<file path="config.mk">
export PLATFORM = sky130hd
export DESIGN_NAME = wb_step_counter
export DESIGN_NICKNAME = d
export VERILOG_FILES = /design/src/rtl/wb_step_counter.sv
export SDC_FILE = /design/constraint.sdc
export NUM_CORES = 1
export LEC_CHECK = 0
export ABC_AREA = 0
export CAP_MARGIN = 20
export CORE_AREA = 3 3 124 126
export CTS_CLUSTER_DIAMETER = 80
export DETAILED_ROUTE_END_ITERATION = 10
export DIE_AREA = 0 0 127 129
export GPL_ROUTABILITY_DRIVEN = 0
export GPL_TIMING_DRIVEN = 0
export PLACE_DENSITY = 0.71
export SLEW_MARGIN = 20
export SYNTH_ARGS = -nofsm -noshare
export SYNTH_HDL_FRONTEND = slang
export SYNTH_SLANG_ARGS = --single-unit
export TNS_END_PERCENT = 10
</file>
<file path="constraint.sdc">
create_clock -name wb_clk_i -period 2.1 [get_ports wb_clk_i]
set_input_delay 0.315 -clock wb_clk_i [delete_from_list [all_inputs] [get_ports wb_clk_i]]
set_output_delay 0.315 -clock wb_clk_i [all_outputs]
set_load 0.03 [all_outputs]
</file>
<file path="src/rtl/wb_step_counter.sv">
// Free-running step counter on a single Wishbone word, mirrored to LA and IO pads, IRQ on wrap.
// Define COUNTER_STICKY_IRQ_EN to make user_irq[0] a level cleared by a write hit or LA clear.
module wb_step_counter #(
  parameter logic [31:0] COUNT_STEP = 32'd1,
  parameter logic [31:0] COUNT_ADDR = 32'd0,
  parameter logic [31:0] BASE_ADDR  = 32'h3000_0000,
  parameter int          IO_PADS    = 38
) (
  input  logic               wb_clk_i,
  input  logic               wb_rst_i,
  input  logic               wbs_stb_i,
  input  logic               wbs_cyc_i,
  input  logic               wbs_we_i,
  input  logic [3:0]         wbs_sel_i,
  input  logic [31:0]        wbs_dat_i,
  input  logic [31:0]        wbs_adr_i,
  output logic               wbs_ack_o,
  output logic [31:0]        wbs_dat_o,
  input  logic [31:0]        la_data_in,
  output logic [31:0]        la_data_out,
  input  logic [31:0]        la_oenb,
  input  logic [IO_PADS-1:0] io_in,
  output logic [IO_PADS-1:0] io_out,
  output logic [IO_PADS-1:0] io_oeb,
  input  logic               user_clock2,
  output logic [2:0]         user_irq
);

  localparam logic [31:0] HIT_ADDR = BASE_ADDR + COUNT_ADDR;

  logic [31:0] count;
  logic [31:0] wr_data;
  logic [32:0] sum;
  logic        hit;
  logic        wr_hit;
  logic        clear;
  logic        pause;
  logic        wrap;
  logic        irq_q;

  // The ack term keeps back-to-back strobes from re-hitting in the ack cycle.
  assign hit    = wbs_cyc_i & wbs_stb_i & (wbs_adr_i == HIT_ADDR) & ~wbs_ack_o;
  assign wr_hit = hit & wbs_we_i;
  assign clear  = ~la_oenb[1] & la_data_in[1];
  assign pause  = ~la_oenb[0] & la_data_in[0];
  assign sum    = {1'b0, count} + {1'b0, COUNT_STEP};
  assign wrap   = ~clear & ~wr_hit & ~pause & sum[32];

  always_comb begin
    wr_data = count;
    for (int b = 0; b < 4; b++) begin
      if (wbs_sel_i[b]) wr_data[8*b +: 8] = wbs_dat_i[8*b +: 8];
    end
  end

  always_ff @(posedge wb_clk_i) begin
    if (wb_rst_i) begin
      count     <= '0;
      wbs_ack_o <= 1'b0;
      wbs_dat_o <= '0;
      irq_q     <= 1'b0;
    end else begin
      wbs_ack_o <= hit;
      wbs_dat_o <= (hit & ~wbs_we_i) ? count : 32'd0;

      if (clear)       count <= '0;
      else if (wr_hit) count <= wr_data;
      else if (!pause) count <= sum[31:0];

`ifdef COUNTER_STICKY_IRQ_EN
      if (wrap)                 irq_q <= 1'b1;
      else if (clear || wr_hit) irq_q <= 1'b0;
`else
      irq_q <= wrap;
`endif
    end
  end

  assign user_irq    = {2'b00, irq_q};
  assign la_data_out = count;

  // Pads 5:0 and anything above 37 stay inputs driving zero.
  always_comb begin
    io_out        = '0;
    io_out[37:6]  = count;
    io_oeb        = '1;
    io_oeb[37:6]  = '0;
  end

  logic unused_ok;
  assign unused_ok = &{1'b0, io_in, user_clock2, la_data_in[31:2], la_oenb[31:2]};

endmodule

</file>
**After elaboration in Yosys (flattened, before gate mapping)**

Index checks and enable logic that the tools add are counted.
W data, S select, Z words.

- Memories kept: 0
- Input bits: 176
- Memory bits (read-only): 0
- Bits in registers: 66
- Logic and storage cells: 44
- Bits in latches: 0
- Output and inout port bits: 144
- Memory bits (writable): 0

- Reduce and logical (&&, ||, !) cells: 6
- Div/mod/pow operators: 0
- Shifts and indexed selects: 0
- Add/sub/neg operators: 1
- Mux-type cells: 6
- Multipliers: 0
- Eq/ne operators: 6
- Order comparisons: 0
- Bitwise operators: 18

Operators with widths:

| kind | number |
|---|---|
| $mux W32 | 2 |
| $add A32 B1 Y33 const B | 1 |
| $eq A32 B30 Y1 const B | 1 |
| $mux W8 | 4 |
| $and A1 B1 Y1 | 10 |
| $ne A2 B2 Y1 const B | 5 |
| $not A1 Y1 | 8 |
| $reduce_and A2 Y1 | 4 |
| $reduce_or A2 Y1 | 2 |

**Depth between registers and ports, before layout**

Gate-level depths: netlist (run 1).

- Word-level depth: 8
- Gate-level depth with buffers: 9
- Depth with buffers taken out: 6

**Least setup slack after synthesis (run 1)**

No wires, ideal clock.

- Path kind: register to register
- From: reg count[6], in the netlist la_data_out[6]
- To: reg count[31], in the netlist la_data_out[31]
- Cell stages (with the launch flop): 8
- Buffers on the path: 1
- Arrival: 2.100 ns
- Setup time: 0.128 ns
- Setup slack: -0.128 ns
- Cells stage by stage: dfxtp_1 -> buf_6 -> nand4_2 -> or3_4 -> or3_4 -> or3_1 -> nand3_2 -> a21oi_2

- Cells in the longest elaborated chain, start to end: 3

RTL lines:

| element | line | source |
|---|---|---|
| start, declared | 31 | `logic [31:0] count;` |
| start signal, assigned | 67 | `else if (wr_hit) count <= wr_data;` |
| start signal, assigned | 68 | `else if (!pause) count <= sum[31:0];` |
| $add A32 B1 Y33 | 46 | `assign sum = {1'b0, count} + {1'b0, COUNT_STEP};` |
| $mux W32 | 68 |  |
| $mux W32 | 67 |  |

No other way between the ends. The select of a mux whose other input is x is not followed.
A chain may end at the register's enable or synchronous reset.

**Worst setup path after layout (run 1)**

- From: in wbs_adr_i[8]
- To: reg count[7], in the netlist la_data_out[7]

- Cells in the longest elaborated chain, start to end: 6

RTL lines:

| element | line | source |
|---|---|---|
| start, declared | 16 | `input logic [31:0] wbs_adr_i,` |
| $eq A32 B30 Y1 * | 42 | `assign hit = wbs_cyc_i & wbs_stb_i & (wbs_adr_i == HIT_ADDR) & ~wbs_ack_o;` |
| $and A1 B1 Y1 * (2 in series) | 42 |  |
| $and A1 B1 Y1 * | 43 | `assign wr_hit = hit & wbs_we_i;` |
| $ne A2 B2 Y1 (no line) | n/a |  |
| $reduce_and A2 Y1 (no line) | n/a |  |

Every way passes the cells marked *; elsewhere a longest branch is shown, timed or not.

==> key figures, run 1 <==
Run status
  – Status: complete, no violations

Final layout
  – Fin util: 0.459
  – Post-route cell area: 6620 um2
  – Area grow syn2layout: 73.6%
  – Share of cells above drive strength 1: 0.258
  – # diodes: 0
  – Register Area: ~1300 um2
  – Filler Cells Inserted: ~1400
  – Multi-input logic area: ~2100 um2
  – Layout Nets: around 870

Floorplan
  – Die height: approximately 130 um
  – Cell Rows: 44
  – Die area: ~16000 um2
  – Initial Utilization: 0.264
  – DIE WIDTH: 127 um
  – Core ar.: 14400 um2
  – I/O pins: 320

Detailed routing
  – DR vias/cell: approximately 4.8
  – Antenna Violating Nets Remaining: 0
  – DR WL/cell: ~16 um
  – Drt drc: 0
  – Final WL: 14400 um
  – Initial DRT Pass Iterations: 4
  – DR vias: approximately 4200
  – DRT iter0 DRCs: around 230

Worst setup path
  – Crit Reg-Reg Startpoint: la_data_out[6]
  – Crit Path Max Fanout: 7
  – Worst flop-to-flop path endpoint: la_data_out[31]
  – Crit path arrival time: approximately 2.3 ns
  – Worst setup EP type: flop
  – Worst setup SP type: input pin
  – CP required: ~2.3 ns
  – Worst R2R Path Depth: 7
  – R2R setup slack: approximately 0.06 ns
  – Crit Path Category: input pin to flop

Clock network
  – CTS clock-pin slew for the worst setup and hold paths: roughly 0.05 ns
  – Clock buffer depth: 2
  – CTS tree: done
  – Hold-fix buffer count after cts: 0
  – # clock sinks: 66
  – TritonCTS buffer count: 9
  – Clock root buffer: clkbuf_16
  – Htree depth: 3
  – Clk_lat worst skew: between 0.3 and 0.4 ns

STA
  – Max Clock Skew: roughly 0.008 ns
  – Final Hold Slack: roughly 0.48 ns
  – RSZ-0062 raised after global routing: yes
  – Tcrit/Tclk final: 0.982
  – Hold Fails Final Rpt: 0
  – Measured slew at the worst slew-check pin: a little over 0.6 ns
  – FMAX: approximately 0.48 GHz
  – Final Max Slew Viols: 0
  – Final WS setup: roughly 0.038 ns
  – Post-route minimum period: around 2.1 ns
  – Max-slew headroom: 0.592
  – Final setup vio count: 0

Logic synthesis
  – Mapped Cells: around 460
  – Synth Register Bits: 66
  – Syn_area_per_cell: 8.34 um2
  – Total number of yosys warnings: 0
  – Synth unique cells: 55
  – Yosys top cell by area: dfxtp_1
  – Commonest cells in the netlist: buf_4, dfxtp_1, and2_1, nand2_1, nor4_1
  – Sequential share of the synthesized area: 0.347
  – Ranking of synthesized cells by area: dfxtp_1, buf_4, and2_1, nor4_1, a31oi_1
  – Async SR Flop Fraction: 0
  – Post-synth EDFFs: 0
  – Primary FF master, synth: dfxtp_1
  – Share of the synthesized area in the top cell type: 0.347
  – Cell Area, Synth: 3810 um2
  – Most frequent cell after synthesis: buf_4

Pwr
  – Leak pwr: 2.58 nW
  – VDD IR-drop max: between 0.3 and 0.4 mV
  – Cell Pwr Density: about 490 nW/um2

Run
  – Maxcap violations: 0

Min path
  – Worst Hold Path Cells: 3
  – Hold wc startpoint: wbs_sel_i[0]
  – Min-Delay Path Class: input pin to flop
  – WHS Endpoint: la_data_out[6]

Placement
  – Post-DP Area: ~5900 um2
  – Pre-CTS setup slack: -0.726 ns
  – Port-buffer cells: 173
  – Post-DP HPWL: 11000 um

Global route
  – GRT overflow: 0
  – Largest net degree at the start of global routing: 11
  – Vias in the first global route: 3985
  – First-pass GRT wire length: between 20000 and 25000 um
  – Antenna violations before repair: 0
  – Global-route usage over all layers: 0.168
-- where the power goes --
group          switching (mW)  total (mW)  internal, mW
clock network           0.557        1.50         0.941
registers              0.0126        1.27          1.26
logic                   0.239       0.470         0.231
-- logic make-up (layout without fill, tap and decap cells) --
family	after synthesis	count (layout)	share of synthesized area
AO/OA/AOI/OAI	77	77	0.132
XOR/XNOR	1	1	0.00230
adder cells (fa/ha/maj)	1	1	0.00328
buffers and inverters	103	301	0.188
flip-flops	66	66	0.347
multiplexers	2	2	0.00591
other	2	46	0.00197
AND/OR/NAND/NOR	205	205	0.320
-- worst max-delay path, stage by stage --
cell	delay (ns)
clkdlybuf4s50_1	0.44
nor4_1	0.31
and4_4	0.29
and4_1	0.20
buf_6	0.15
buf_8	0.15
nor2_4	0.07
a221oi_1	0.24
nor4_1	0.07
-- worst max-delay path by stage --
stage / from / end
finish: wbs_adr_i[8] / la_data_out[7]
global route: la_data_out[6] / la_data_out[25]
CTS: wbs_adr_i[5] / la_data_out[1]
detailed placement: wbs_stb_i / wbs_dat_o[6]
global placement: wbs_stb_i / wbs_dat_o[6]
floorplan: la_data_out[6] / la_data_out[31]
-- metrics by stage --
stage	std cells	setup TNS [ns]	total power, mW
3_3_place_gp	858	-33.96	1.74
2_1_floorplan	501	0	1.54
5_1_grt	883	-0.136	3.36
3_5_place_dp	858	-35.26	1.74
6_report	883	0	3.24
4_1_cts	872	-0.0120	3.26
-- sequential cells by signal, summed over array words and instances (netlist names) --
name / cells
irq_q: 1
wbs_ack_o: 1
la_data_out: 32
wbs_dat_o: 32
-- layer usage --
layer | part of all wire | vias to the layer above | GRT usage
met3 | 0.11 | 16 | 0.0652
li1 | - | 2027 | -
met1 | 0.42 | 1917 | 0.207
met5 | 0 | - | 0
met2 | 0.46 | 256 | 0.275
met4 | 0.013 | 0 | 0.0448
-- placed cells by master (no fill, tap or decap), types with 4 or more instances in the layout --
cell,netlist,layout
o211ai_1,7,7
a211oi_1,5,5
buf_4,79,89
dlymetal6s2s_1,0,5
clkbuf_1,11,5
nor2_1,23,21
nor4_1,24,14
inv_1,5,5
o21ai_1,1,8
clkdlybuf4s50_1,0,168
nor4_2,0,9
nor3b_1,6,5
or3_4,2,4
buf_6,3,6
and3_1,8,7
nand4_1,16,16
dfxtp_2,0,15
and2_1,37,35
nand2_1,28,25
dfxtp_1,66,51
nor3_1,17,15
clkbuf_16,0,11
conb_1,2,46
nand3_1,15,15
o21ai_0,11,4
a21oi_1,18,17
a31oi_1,18,18
-- final cells by class --
type | count | share of cell area
Multi-Input combinational cell | 332 | 0.320
Inverter | 5 | 0.00284
Buffer | 95 | 0.111
Timing Repair Buffer | 186 | 0.285
Clock buffer | 12 | 0.0372
Tap cell | 184 | 0.0348
Sequential cell | 66 | 0.202
Clock inverter | 3 | 0.00605
-- timing repair --
action / in CTS / in global routing
gates resized for setup: 20 / 64
cloned: 0 / 2
pin swaps: 2 / 16
endpoints found under the setup margin: 58 / 62
setup buffers: 1 / 10
No activity file was read; power rests on OpenSTA's default activity.
==> run 2, diff against run 1 <==
--- a/config.mk
+++ b/config.mk
@@ -14,6 +14,7 @@
 export GPL_ROUTABILITY_DRIVEN = 0
 export GPL_TIMING_DRIVEN = 0
 export PLACE_DENSITY = 0.71
+export SKIP_CTS_REPAIR_TIMING = 1
 export SLEW_MARGIN = 20
 export SYNTH_ARGS = -nofsm -noshare
 export SYNTH_HDL_FRONTEND = slang
==> key figures, run 2 (synthesis results as in run 1) <==
Clock network
  – Clock root buffer: clkbuf_16
  – CTS tree: done
  – Clk_lat worst skew: 0.34 ns (about the same)
  – CTS clock-pin slew for the worst setup and hold paths: 0.05 ns (about the same)
  – Clock buffer depth: 2 (unchanged)
  – # clock sinks: 66 (unchanged)
  – Htree depth: 3 (unchanged)
  – TritonCTS buffer count: 9 (unchanged)

Worst setup path
  – Largest stage delay on the critical path: 0.49 ns (+0.05 ns)
  – CP required: 2.31 ns (+0.02 ns)
  – CP Depth: 8 (-1)
  – Worst setup SP type: input pin
  – Slowest CP cell: clkdlybuf4s50_1
  – Worst setup EP type: flop
  – Crit Path Max Fanout: 5 (-2)
  – Crit path arrival time: 2.31 ns (+0.06 ns)
  – Crit Path Category: input pin to flop
  – Worst R2R Path Depth: 6 (-1)
  – Worst-path cell chain: clkdlybuf4s50_1 -> nor4bb_2 -> nand4_1 -> buf_4 -> or3_4 -> mux2_2 -> nor2_1 -> nor4_2
  – CP top delay family: simple AND/OR/NAND/NOR gates
  – CP bufs+invs: 2 (-1)

Global route
  – Vias in the first global route: 3961 (-0.60%)
  – GRT overflow: 0 (unchanged)
  – Antenna violations before repair: 0 (unchanged)
  – Largest net degree at the start of global routing: 11 (unchanged)
  – Global-route usage over all layers: 0.167 (-0.00107)
  – First-pass GRT wire length: 21300 um (-0.71%)

Floorplan
  – DIE WIDTH: 127 um (unchanged)
  – Initial Utilization: 0.264 (unchanged)
  – Cell Rows: 44 (unchanged)
  – Die area: 16400 um2 (unchanged)
  – I/O pins: 320 (unchanged)
  – Die height: 129 um (unchanged)
  – Core ar.: 14400 um2 (unchanged)

Final layout
  – Area grow syn2layout: 72.2%
  – Layout Nets: 868 (-0.46%)
  – Most frequent cells in the layout: clkdlybuf4s50_1, buf_4, dfxtp_1
  – Share of cells above drive strength 1: 0.252 (-0.00571)
  – Most common cell after layout, fill and taps aside: clkdlybuf4s50_1
  – Register Area: 1340 um2 (unchanged)
  – Fin util: 0.455 (-0.00382)
  – # diodes: 0 (unchanged)
  – Multi-input logic area: 2120 um2 (+0.24%)
  – Non-Filler Instances: 879 (-0.45%)
  – Filler Cells Inserted: 1416 (+0.14%)

Detailed routing
  – Initial DRT Pass Iterations: 4 (unchanged)
  – DRT iter0 DRCs: 242 (+7.1%)
  – Drt drc: 0 (unchanged)
  – Antenna Violating Nets Remaining: 0 (unchanged)
  – DR vias: 4143 (-1.7%)
  – DR vias/cell: 4.71 (-1.3%)
  – Final WL: 14400 um (-0.35%)
  – DR WL/cell: 16.3 um (about the same)

Pwr
  – Leak pwr: 2.59 nW (about the same)
  – Cell Pwr Density: 492 nW/um2 (+0.64%)
  – VDD IR-drop max: 0.364 mV (+1.5%)
  – Pwr Total: 3.23 mW (-0.19%)

STA
  – Post-route minimum period: 2.10 ns (+0.0361 ns)
  – Measured slew at the worst slew-check pin: 0.597 ns (-0.0152 ns)
  – Hold Fails Final Rpt: 0 (unchanged)
  – RSZ-0062 raised after global routing: yes
  – Final setup vio count: 0 (unchanged)
  – Max-slew headroom: 0.602 (+0.0101)
  – Max Clock Skew: 0.00823 ns (+0.0000376 ns)
  – Tcrit/Tclk final: 0.999 (+0.0172)
  – Final Max Slew Viols: 0 (unchanged)
  – Fin Setup TNS: 0 ns (unchanged)
  – FMAX: 0.477 GHz (-1.7%)

Placement
  – Cell count after placement: 858 (unchanged)
  – Port-buffer cells: 173 (unchanged)
  – Post-DP HPWL: 11000 um (unchanged)

Run
  – Maxcap violations: 0 (unchanged)

Run status
  – Status: complete, no violations

Min path
  – Min-Delay Path Class: input pin to flop
  – Worst Hold Path Cells: 3 (unchanged)
## run 2: cell type report
cell class / instances / area share
well taps: 184 / 0.0351
clock buffers: 12 / 0.0375
clock inverters: 3 / 0.00610
inverters: 5 / 0.00286
flip-flops and latches: 66 / 0.204
repair buffers: 182 / 0.280
plain buffers: 95 / 0.111
multi-input cells: 332 / 0.323
## run 2: tightest hold or removal path, cell delays in order
cell	delay [ns]
clkbuf_1	0.22
nand3_1	0.15
a31oi_1	0.07
## run 2: where the power goes
part / total [mW] / internal, mW / switching, mW / leakage (nW)
sequential: 1.27 / 1.26 / 0.0122 / 0.539
combinational: 0.472 / 0.231 / 0.241 / 1.90
clock: 1.49 / 0.941 / 0.549 / 0.142
## run 2: final timing paths
path	slack (ns)	from	to
worst max-delay path	0.001	wbs_stb_i	la_data_out[1]
worst min register to register	0.53	la_data_out[5]	wbs_dat_o[5]
worst min-delay path	0.49	wbs_sel_i[0]	la_data_out[6]
worst max register to register	0.05	la_data_out[2]	la_data_out[31]
## run 2: routing by layer
layer | wire, um | GRT usage | up-vias | part of all wire
li1 | - | - | 2007 | -
met1 | 6040 | 0.206 | 1888 | 0.42
met4 | 246 | 0.0429 | 0 | 0.017
met5 | 0 | 0 | - | 0
met2 | 6620 | 0.274 | 227 | 0.46
met3 | 1440 | 0.0656 | 21 | 0.10
## run 2: metrics by stage
stage                     cell area, um2  hold slack, ns  worst slack, ns
final                               6570           0.486          0.00145
after global routing                6570           0.484          -0.0652
after CTS                           6230           0.453           -0.383
after detailed placement            5950           0.523           -0.726
after global placement              5950           0.521           -0.702
after floorplan                     3990           0.476          0.00619
==> run 3, diff against run 2 <==
--- a/config.mk
+++ b/config.mk
@@ -7,15 +7,14 @@
 export LEC_CHECK = 0
 export ABC_AREA = 0
 export CAP_MARGIN = 20
-export CORE_AREA = 3 3 124 126
+export CORE_AREA = 3 3 125 127
 export CTS_CLUSTER_DIAMETER = 80
 export DETAILED_ROUTE_END_ITERATION = 10
-export DIE_AREA = 0 0 127 129
+export DIE_AREA = 0 0 128 130
+export DONT_BUFFER_PORTS = 1
 export GPL_ROUTABILITY_DRIVEN = 0
 export GPL_TIMING_DRIVEN = 0
-export PLACE_DENSITY = 0.71
 export SKIP_CTS_REPAIR_TIMING = 1
-export SLEW_MARGIN = 20
 export SYNTH_ARGS = -nofsm -noshare
 export SYNTH_HDL_FRONTEND = slang
 export SYNTH_SLANG_ARGS = --single-unit
==> key figures, run 3 (synthesis results as in run 1) <==
Global route
  – Largest net degree at the start of global routing: 12 (+1)
  – Antenna violations before repair: 1 (+1)
  – Vias in the first global route: 3274 (-17%)
  – First-pass GRT wire length: 19700 um (-7.3%)
  – GRT overflow: 0 (unchanged)
  – Global-route usage over all layers: 0.159 (-0.00839)

Detailed routing
  – DR vias: 3587 (-13%)
  – Antenna Violating Nets Remaining: 0 (unchanged)
  – DR vias/cell: 5.10 (+8.1%)
  – DR WL/cell: 19.8 um (+21%)
  – Initial DRT Pass Iterations: 5 (+1)
  – Final WL: 13900 um (-2.9%)
  – DRT iter0 DRCs: 279 (+15%)
  – Drt drc: 0 (unchanged)

Clock network
  – Clk_lat worst skew: 0.34 ns (about the same)
  – Clock root buffer: clkbuf_16
  – TritonCTS buffer count: 9 (unchanged)
  – Clock buffer depth: 2 (unchanged)
  – CTS clock-pin slew for the worst setup and hold paths: 0.06 ns (about the same)
  – Htree depth: 3 (unchanged)
  – CTS tree: done
  – # clock sinks: 66 (unchanged)

Pwr
  – P_sw: 0.769 mW (-4.0%)
  – Cell Pwr Density: 660 nW/um2 (+34%)
  – Leak pwr: 1.87 nW (-27%)
  – Clk pwr share: 0.508 (+0.047)
  – Comb power frac: 0.087 (-0.059)
  – VDD IR-drop max: 0.356 mV (-2.1%)
  – Seq pwr share: 0.405 (+0.012)
  – Pint: 2.35 mW (-3.4%)
  – Sw frac: 0.247 (-0.00114)

Floorplan
  – Cell Rows: 44 (unchanged)
  – Die area: 16600 um2 (+1.6%)
  – Initial Utilization: 0.262 (-0.00200)
  – I/O pins: 320 (unchanged)
  – Die height: 130 um (+0.78%)
  – DIE WIDTH: 128 um (+0.79%)
  – Core ar.: 14500 um2 (+0.76%)

STA
  – Max Clock Skew: 0.0102 ns (+0.00196 ns)
  – Tcrit/Tclk final: 1.00 (about the same)
  – RSZ-0062 raised after global routing: yes
  – Fin Setup TNS: 0 ns (unchanged)
  – Measured slew at the worst slew-check pin: 0.771 ns (+0.174 ns)
  – Final Hold Slack: 0.136 ns (-0.350 ns)
  – Max-slew headroom: 0.486 (-0.116)
  – Hold Fails Final Rpt: 0 (unchanged)
  – Post-route minimum period: 2.10 ns (+0.00104 ns)
  – Final setup vio count: 0 (unchanged)
  – Final Max Slew Viols: 0 (unchanged)
  – FMAX: 0.476 GHz (about the same)

Worst setup path
  – Crit path arrival time: 2.31 ns (about the same)
  – Crit Path Max Fanout: 6 (+1)
  – Critical Path Start: la_data_out[6]
  – CP required: 2.31 ns (about the same)
  – Worst setup SP type: flop
  – Worst setup EP type: flop
  – R2R setup slack: 0.0004 ns (-0.05 ns)
  – Crit Reg-Reg Startpoint: la_data_out[6]
  – Crit Path Category: flop to flop

Final layout
  – Layout Nets: 691 (-20%)
  – Fin util: 0.325 (-0.130)
  – Area grow syn2layout: 23.9%
  – Most common cell after layout, fill and taps aside: buf_4
  – Most frequent cells in the layout: buf_4, conb_1, dfxtp_1
  – Share of cells above drive strength 1: 0.318 (+0.0661)
  – Filler Cells Inserted: 1551 (+9.5%)

Placement
  – Post-DP HPWL: 10900 um (-0.67%)
  – Port-buffer cells: 0 (-100%)

Run
  – Maxcap violations: 0 (unchanged)

Min path
  – Hold wc startpoint: wbs_dat_i[29]
  – Min-Delay Path Class: input pin to flop

Run status
  – Status: complete, no violations
==> run 3: worst max-delay path, stage by stage (launching register included) <==
cell and delay [ns]:
dfxtp_4 0.41, buf_8 0.13, nand4_4 0.13, or3_4 0.41
or3_4 0.38, or3_1 0.37, nand3_2 0.09, a21oi_2 0.06
==> run 3: power by group through the flow <==
stage | combinational [mW] | clock [mW] | sequential, mW
after floorplan | 0.243 | 0 | 1.30
after global placement | 0.262 | 0 | 1.31
after detailed placement | 0.263 | 0 | 1.31
after CTS | 0.264 | 1.63 | 1.28
after global routing | 0.288 | 1.67 | 1.26
final | 0.270 | 1.58 | 1.26
==> run 3: final cells by class <==
type | instances | area, um2 | share of cell area
multi-input combinational | 332 | 2020 | 0.427
clock buffer | 12 | 267 | 0.0564
sequential | 66 | 1390 | 0.295
buffer | 95 | 709 | 0.150
inverter | 5 | 18.8 | 0.00397
clock inverter | 4 | 48.8 | 0.0103
tap | 184 | 230 | 0.0487
timing repair buffer | 5 | 37.5 | 0.00795
antenna | 1 | 2.50 | 0.000530
==> run 3: worst paths after layout <==
kind | depth (start not counted) | endpoint
worst max-delay path | 7 | la_data_out[31]
worst min-delay path | 2 | la_data_out[29]
worst max register to register | 7 | la_data_out[31]
worst min register to register | 2 | la_data_out[0]
==> run 3: metal layers <==
layer / share of wire / routed length (um) / track usage
met5: 0 / 0 / 0
met1: 0.39 / 5400 / 0.186
met3: 0.10 / 1390 / 0.0549
met4: 0.017 / 242 / 0.0481
met2: 0.50 / 6900 / 0.273
==> run 3: stage by stage <==
stage          setup slack [ns]  cell area (um2)  total power [mW]  std cells
3_5_place_dp             -0.323             4220              1.57        685
2_1_floorplan           0.00619             3990              1.54        501
3_3_place_gp             -0.296             4220              1.57        685
6_report               0.000412             4720              3.12        704
4_1_cts                  -0.357             4530              3.17        701
5_1_grt                 -0.0675             4720              3.22        704
